<file path="src/rtl/load_store_unit.sv">
// -----------------------------------------------------------------------------
// load_store_unit
//
// Bridges the core's single-cycle data-memory request onto a registered,
// byte-enabled bus transaction with a ready handshake. The core is stalled
// until the bus completes; load data is returned sign- or zero-extended.
// A timeout counter aborts transactions that never see mem_ready_i.
//
// Parameters:
//   TIMEOUT_CYCLES : BUSY cycles without mem_ready_i before abort (0 = never)
//
// Ports:
//   clk_i        : clock, rising edge
//   rst_i        : asynchronous active-low reset
//   core_req_i   : core requests a memory access
//   core_we_i    : 1 = store, 0 = load
//   core_size_i  : RISC-V funct3 (0 B, 1 H, 2 W, 4 BU, 5 HU; others act as W)
//   core_addr_i  : byte address
//   core_wd_i    : right-aligned store data
//   core_rd_o    : extended load result (registered)
//   core_stall_o : core must hold PC / suppress writeback
//   bus_err_o    : one-cycle pulse on timeout abort
//   mem_req_o    : bus request (high throughout BUSY)
//   mem_we_o     : bus write
//   mem_be_o     : byte enables
//   mem_addr_o   : word-aligned bus address
//   mem_wd_o     : lane-replicated store data
//   mem_rd_i     : bus read data, valid with mem_ready_i
//   mem_ready_i  : bus completes the transaction this cycle
// -----------------------------------------------------------------------------
module load_store_unit #(
  parameter int unsigned TIMEOUT_CYCLES = 255
) (
  input  logic        clk_i,
  input  logic        rst_i,
  input  logic        core_req_i,
  input  logic        core_we_i,
  input  logic [2:0]  core_size_i,
  input  logic [31:0] core_addr_i,
  input  logic [31:0] core_wd_i,
  output logic [31:0] core_rd_o,
  output logic        core_stall_o,
  output logic        bus_err_o,
  output logic        mem_req_o,
  output logic        mem_we_o,
  output logic [3:0]  mem_be_o,
  output logic [31:0] mem_addr_o,
  output logic [31:0] mem_wd_o,
  input  logic [31:0] mem_rd_i,
  input  logic        mem_ready_i
);

  typedef enum logic [1:0] {
    IDLE = 2'd0,
    BUSY = 2'd1,
    DONE = 2'd2
  } state_e;

  // The counter only ever holds 0 .. TIMEOUT_CYCLES-1; the abort fires when
  // the last of those values is seen without a ready.
  localparam int unsigned CNT_W = (TIMEOUT_CYCLES > 1) ? $clog2(TIMEOUT_CYCLES) : 1;
  localparam logic [CNT_W-1:0] CNT_LAST = CNT_W'(TIMEOUT_CYCLES - 1);
  localparam bit TO_EN = (TIMEOUT_CYCLES != 0);

  state_e            state_q, state_d;
  logic              we_q, we_d;
  logic [2:0]        size_q, size_d;
  logic [31:0]       addr_q, addr_d;
  logic [3:0]        be_q, be_d;
  logic [31:0]       wd_q, wd_d;
  logic [31:0]       rd_q, rd_d;
  logic [CNT_W-1:0]  cnt_q, cnt_d;
  logic              err_q, err_d;

  logic [3:0]        be_fmt;
  logic [31:0]       wd_fmt;
  logic [7:0]        rd_byte [4];
  logic [7:0]        sel_byte;
  logic [15:0]       sel_half;
  logic              ld_signed;
  logic [31:0]       load_ext;

  // ---------------------------------------------------------------------------
  // Request formatting (from the live core inputs, latched on acceptance).
  // Only size[1:0] selects the width: 4/5 are the unsigned B/H variants and
  // 3/6/7 fall through to full-word handling.
  // ---------------------------------------------------------------------------
  always_comb begin
    be_fmt = 4'b1111;
    wd_fmt = core_wd_i;
    case (core_size_i[1:0])
      2'b00: begin
        be_fmt = 4'b0001 << core_addr_i[1:0];
        wd_fmt = {4{core_wd_i[7:0]}};
      end
      2'b01: begin
        be_fmt = core_addr_i[1] ? 4'b1100 : 4'b0011;
        wd_fmt = {2{core_wd_i[15:0]}};
      end
      default: ;
    endcase
  end

  // ---------------------------------------------------------------------------
  // Load extraction (from the latched request and the bus read data).
  // ---------------------------------------------------------------------------
  for (genvar gi = 0; gi < 4; gi++) begin : g_rd_lane
    assign rd_byte[gi] = mem_rd_i[8*gi +: 8];
  end

  assign sel_byte  = rd_byte[addr_q[1:0]];
  assign sel_half  = addr_q[1] ? mem_rd_i[31:16] : mem_rd_i[15:0];
  assign ld_signed = ~size_q[2];

  always_comb begin
    load_ext = mem_rd_i;
    case (size_q[1:0])
      2'b00:   load_ext = {{24{ld_signed & sel_byte[7]}}, sel_byte};
      2'b01:   load_ext = {{16{ld_signed & sel_half[15]}}, sel_half};
      default: ;
    endcase
  end

  // ---------------------------------------------------------------------------
  // FSM next state and outputs
  // ---------------------------------------------------------------------------
  always_comb begin
    state_d      = state_q;
    we_d         = we_q;
    size_d       = size_q;
    addr_d       = addr_q;
    be_d         = be_q;
    wd_d         = wd_q;
    rd_d         = rd_q;
    cnt_d        = cnt_q;
    err_d        = 1'b0;
    core_stall_o = 1'b0;
    mem_req_o    = 1'b0;

    case (state_q)
      IDLE: begin
        // Stall combinationally so the core holds its PC in the accept cycle.
        core_stall_o = core_req_i;
        if (core_req_i) begin
          we_d    = core_we_i;
          size_d  = core_size_i;
          addr_d  = core_addr_i;
          be_d    = be_fmt;
          wd_d    = wd_fmt;
          cnt_d   = '0;
          state_d = BUSY;
        end
      end

      BUSY: begin
        mem_req_o    = 1'b1;
        core_stall_o = 1'b1;
        if (mem_ready_i) begin
          if (!we_q) begin
            rd_d = load_ext;
          end
          cnt_d   = '0;
          state_d = DONE;
        end else if (TO_EN && (cnt_q == CNT_LAST)) begin
          rd_d    = '0;
          err_d   = 1'b1;
          cnt_d   = '0;
          state_d = DONE;
        end else begin
          cnt_d = cnt_q + CNT_W'(1);
        end
      end

      DONE: begin
        // Retire cycle: never accept a new request here.
        state_d = IDLE;
      end

      default: begin
        state_d = IDLE;
      end
    endcase
  end

  always_ff @(posedge clk_i or negedge rst_i) begin
    if (!rst_i) begin
      state_q <= IDLE;
      we_q    <= 1'b0;
      size_q  <= '0;
      addr_q  <= '0;
      be_q    <= '0;
      wd_q    <= '0;
      rd_q    <= '0;
      cnt_q   <= '0;
      err_q   <= 1'b0;
    end else begin
      state_q <= state_d;
      we_q    <= we_d;
      size_q  <= size_d;
      addr_q  <= addr_d;
      be_q    <= be_d;
      wd_q    <= wd_d;
      rd_q    <= rd_d;
      cnt_q   <= cnt_d;
      err_q   <= err_d;
    end
  end

  assign mem_we_o   = we_q;
  assign mem_be_o   = be_q;
  assign mem_addr_o = {addr_q[31:2], 2'b00};
  assign mem_wd_o   = wd_q;
  assign core_rd_o  = rd_q;
  assign bus_err_o  = err_q;

endmodule

</file>
<file path="config.mk">
export PLATFORM = sky130hd
export DESIGN_NAME = load_store_unit
export DESIGN_NICKNAME = d
export VERILOG_FILES = /design/src/rtl/load_store_unit.sv
export SDC_FILE = /design/constraint.sdc
export NUM_CORES = 1
export LEC_CHECK = 0
export BUFFER_PORTS_ARGS = -buffer_cell sky130_fd_sc_hd__buf_2
export CAP_MARGIN = 25
export CORE_ASPECT_RATIO = 1.4
export CORE_UTILIZATION = 55
export CTS_BUF_LIST = sky130_fd_sc_hd__clkbuf_4
export DETAILED_ROUTE_END_ITERATION = 16
export MAX_ROUTING_LAYER = met4
export PLACE_DENSITY = 0.88
export SLEW_MARGIN = 20
export SYNTH_ARGS = -nofsm -noshare
export SYNTH_HDL_FRONTEND = slang
export SYNTH_SLANG_ARGS = --single-unit
</file>
<file path="constraint.sdc">
create_clock -name clk_i -period 4.6 [get_ports clk_i]
set_clock_uncertainty 0.15 [all_clocks]
set_input_delay 0.69 -clock clk_i [delete_from_list [all_inputs] [get_ports clk_i]]
set_output_delay 0.69 -clock clk_i [all_outputs]
set_load 0.005 [all_outputs]
</file>
==> qor.yml <==
run_status:
  status: "finished clean"
clock_network:
  cts_tree: "yes"
  holdBufCountCts: 0
  clockRootBuffer: "clkbuf_4"
  clkSlewWorstSetupHoldPaths_ns: 0.09
  cts_max_path_buffers: 2
  cts_made_buffers: 17
  ctsResizeCount: 0
  clk_latency_ns: 0.49
  htree_levels: 4
  postCtsSetupRepairBufs: 0
  clkSinkCount: 115
global_routing:
  grt_use_total_pct: 28.48
  grt_pass1_wl_mm: 21.89
  grt_pass1_vias: 4757
  antenna_found_initial: 0
  grt-ovfl-total: 0
  grtUsageMet2_pct: 47.12
  grt-busiest-layer: "met2"
  grt_util_met3_pct: 5.821
  grt_max_degree: 55
  use_met1_pct: 32.52
sta:
  fin_crit_sh_pct: 56.30
  relSlewSlack_pct: 34.68
  grt_setup_unrepaired: "false"
  max_freq_mhz: 386.1
  hold_violations: 0
  maxSlewViolCount: 0
  setup_viol: 0
  min_period_ns: 2.590
  setup_tns_ns: 0
  worst_pin_slew_ns: 0.9798
setup_path:
  crit_path_start: "state_q[0]"
  critical_path_peak_fanout: 8
  crit_path_end: "core_stall_o"
  required_ns: 3.76
  reg2reg_from: "addr_q[1]"
  r2r_end: "core_rd_o[17]"
  reg2reg_slack_ns: 2.33
  cp.arrival_ns: 1.75
  path_class: "reg -> out"
  cp-end-kind: "primary output"
  startpoint_type: "flip-flop"
  reg2reg_depth: 4
cells_and_area:
  stdcell_count: 895
  fin_area_um2: 6487
  final_cell_mix: "204 x buf_2, 182 x nand2_1, 115 x dfrtp_1, 68 x o21ai_0, 32 x mux2i_1"
  nets: 858
  antennaDiodeCount: 0
  layout-drive-gt1-share_pct: 31.85
  final_common_cell: "buf_2"
  syn_to_final_growth_pct: 19.64
die:
  core_um2: 9512
  num_rows: 42
  die_h_um: 119.5
  initial_core_util_pct: 57.01
  die_w_um: 85.92
  die_area_um2: 10270
  io_pins: 208
yosys:
  synth_fa_ha_area_share_pct: 0.4615
  netlist_area_um2: 5423
  avgSynthCellArea_um2: 9.238
  synth_top_family_by_area: "simple AND/OR/NAND/NOR gates"
  synthArstFlopShare_pct: 100.0
  synthMuxAreaShare_pct: 6.161
  yosys.cell_types.count: 42
  yosysWarnings: 0
  synth_flop_cell: "dfrtp_1"
  synth_cells: 587
  seq_area_frac_synth_pct: 53.07
  synth-xor-area-share_pct: 0.8076
  synth-seq-cells: 115
  synth_enable_flop_cells: 0
  synth_compound_area_share_pct: 13.77
  synth-simple-area-share_pct: 17.74
detailed_routing:
  via_per_inst: 5.442
  routed_wl_mm: 13.99
  drt_iter0_drc: 222
  drc: 0
  wl_per_cell_um: 15.63
  drtPass1Iterations: 5
  ant_nets: 0
  vias: 4871
placed_design:
  place_inst: 865
  io_buffers: 205
  placed_area_um2: 6264
  place_hpwl_mm: 10.22
  gp_congestion: 0.8615
flow_run:
  cap_violations: 0
worst_hold_path:
  min_path_type: "in -> async"
power:
  p_sw_mw: 1.488
  leakage_nw: 3.477
  irDropWorstVdd_mv: 0.3030
  powerDensity_nw_per_um2: 596.3
  p_comb_share_pct: 39.3
  p_int_mw: 2.381
  clock_power_share_pct: 16.0
  seqPwrFrac_pct: 44.7
  p_sw_share_pct: 38.46
==> logic make-up after synthesis <==
family / Yosys count
and+or+nand+nor: 232
buffers and inverters: 72
other: 1
muxes: 33
AOI/OAI and AO/OA: 127
DFF: 115
xor gates and xnor gates: 5
adders and majority gates: 2
==> stage by stage <==
stage,hold slack (ns),utilization [%],setup WS [ns],total power [mW]
6_report,0.03593,68.21,2.010,3.869
5_1_grt,0.03785,68.21,1.925,4.155
4_1_cts,0.004904,68.21,1.985,3.880
3_5_place_dp,0.3119,65.85,2.030,3.258
3_3_place_gp,0.3036,65.76,1.731,3.164
2_1_floorplan,0.2444,-,2.598,2.720
==> worst min path at each step <==
stage / start / end / slack, ns / cells after the start
after floorplan: rst_i / addr_q[0] / 0.24 / 0
after global placement: addr_q[12] / addr_q[12] / 0.30 / 2
after detailed placement: addr_q[9] / addr_q[9] / 0.31 / 2
after CTS: rst_i / core_rd_o[6] / 0.005 / 1
after global routing: rst_i / addr_q[28] / 0.04 / 1
final: rst_i / core_rd_o[1] / 0.04 / 1
==> state kept, by name (all words and copies together) (netlist names) <==
signal and count:
bus_err_o 1, size_q 3, cnt_q 8, mem_wd_o 32, state_q 2, core_rd_o 32, addr_q 32, mem_we_o 1
mem_be_o 4
==> worst max-delay path, stage by stage, from the launching register on <==
cell and delay (ns):
dfrtp_1 0.42, o21bai_1 0.48, inv_1 0.19, buf_2 0.17
==> power by group through the flow <==
| stage | registers (mW) | clock network, mW | logic (mW) |
|---|---|---|---|
| finish | 1.73 | 0.620 | 1.52 |
| global route | 1.78 | 0.673 | 1.70 |
| CTS | 1.72 | 0.637 | 1.52 |
| detailed placement | 1.74 | 0 | 1.52 |
| global placement | 1.72 | 0 | 1.45 |
| floorplan | 1.71 | 0 | 1.01 |
==> layout make-up <==
cell class / instances / area (µm²)
timing repair buffer: 209 / 1059
clock inverter: 9 / 66.31
inverter: 8 / 30.03
clock buffer: 21 / 157.7
fill: 743 / 3024
multi-input combinational: 401 / 2132
sequential: 115 / 2878
tap: 132 / 165.2
==> Yosys cell counts, types with 2 or more instances <==
master | number | area (µm²)
nand4_1 | 2 | 12.51
nand2b_1 | 5 | 31.28
o21bai_1 | 2 | 15.01
buf_6 | 4 | 45.04
buf_2 | 7 | 35.03
o21ai_0 | 68 | 340.3
a21oi_1 | 28 | 140.1
clkbuf_1 | 21 | 78.83
a31oi_1 | 3 | 18.77
nand2_1 | 183 | 686.9
nand3_1 | 2 | 10.01
nor3_1 | 2 | 10.01
o21ai_1 | 3 | 15.01
inv_1 | 6 | 22.52
xor2_1 | 3 | 26.28
or3_1 | 9 | 56.30
dfrtp_1 | 115 | 2878
mux2i_1 | 32 | 320.3
and4_1 | 2 | 17.52
xnor2_1 | 2 | 17.52
ha_1 | 2 | 25.02
and2_1 | 2 | 12.51
nor2_1 | 18 | 67.56
buf_4 | 32 | 240.2
o22ai_1 | 2 | 12.51
a221o_1 | 16 | 160.2
==> metal layers <==
metal  routed length (µm)  share of wire [%]  up-vias
met1                 5455                 39     2269
met2                 7019                 50      272
met5                    0                  0        -
met3                 1022                7.3       48
li1                     -                  -     2282
met4                  493                3.5        0
Note: power is estimated with default switching activity, not from simulation.
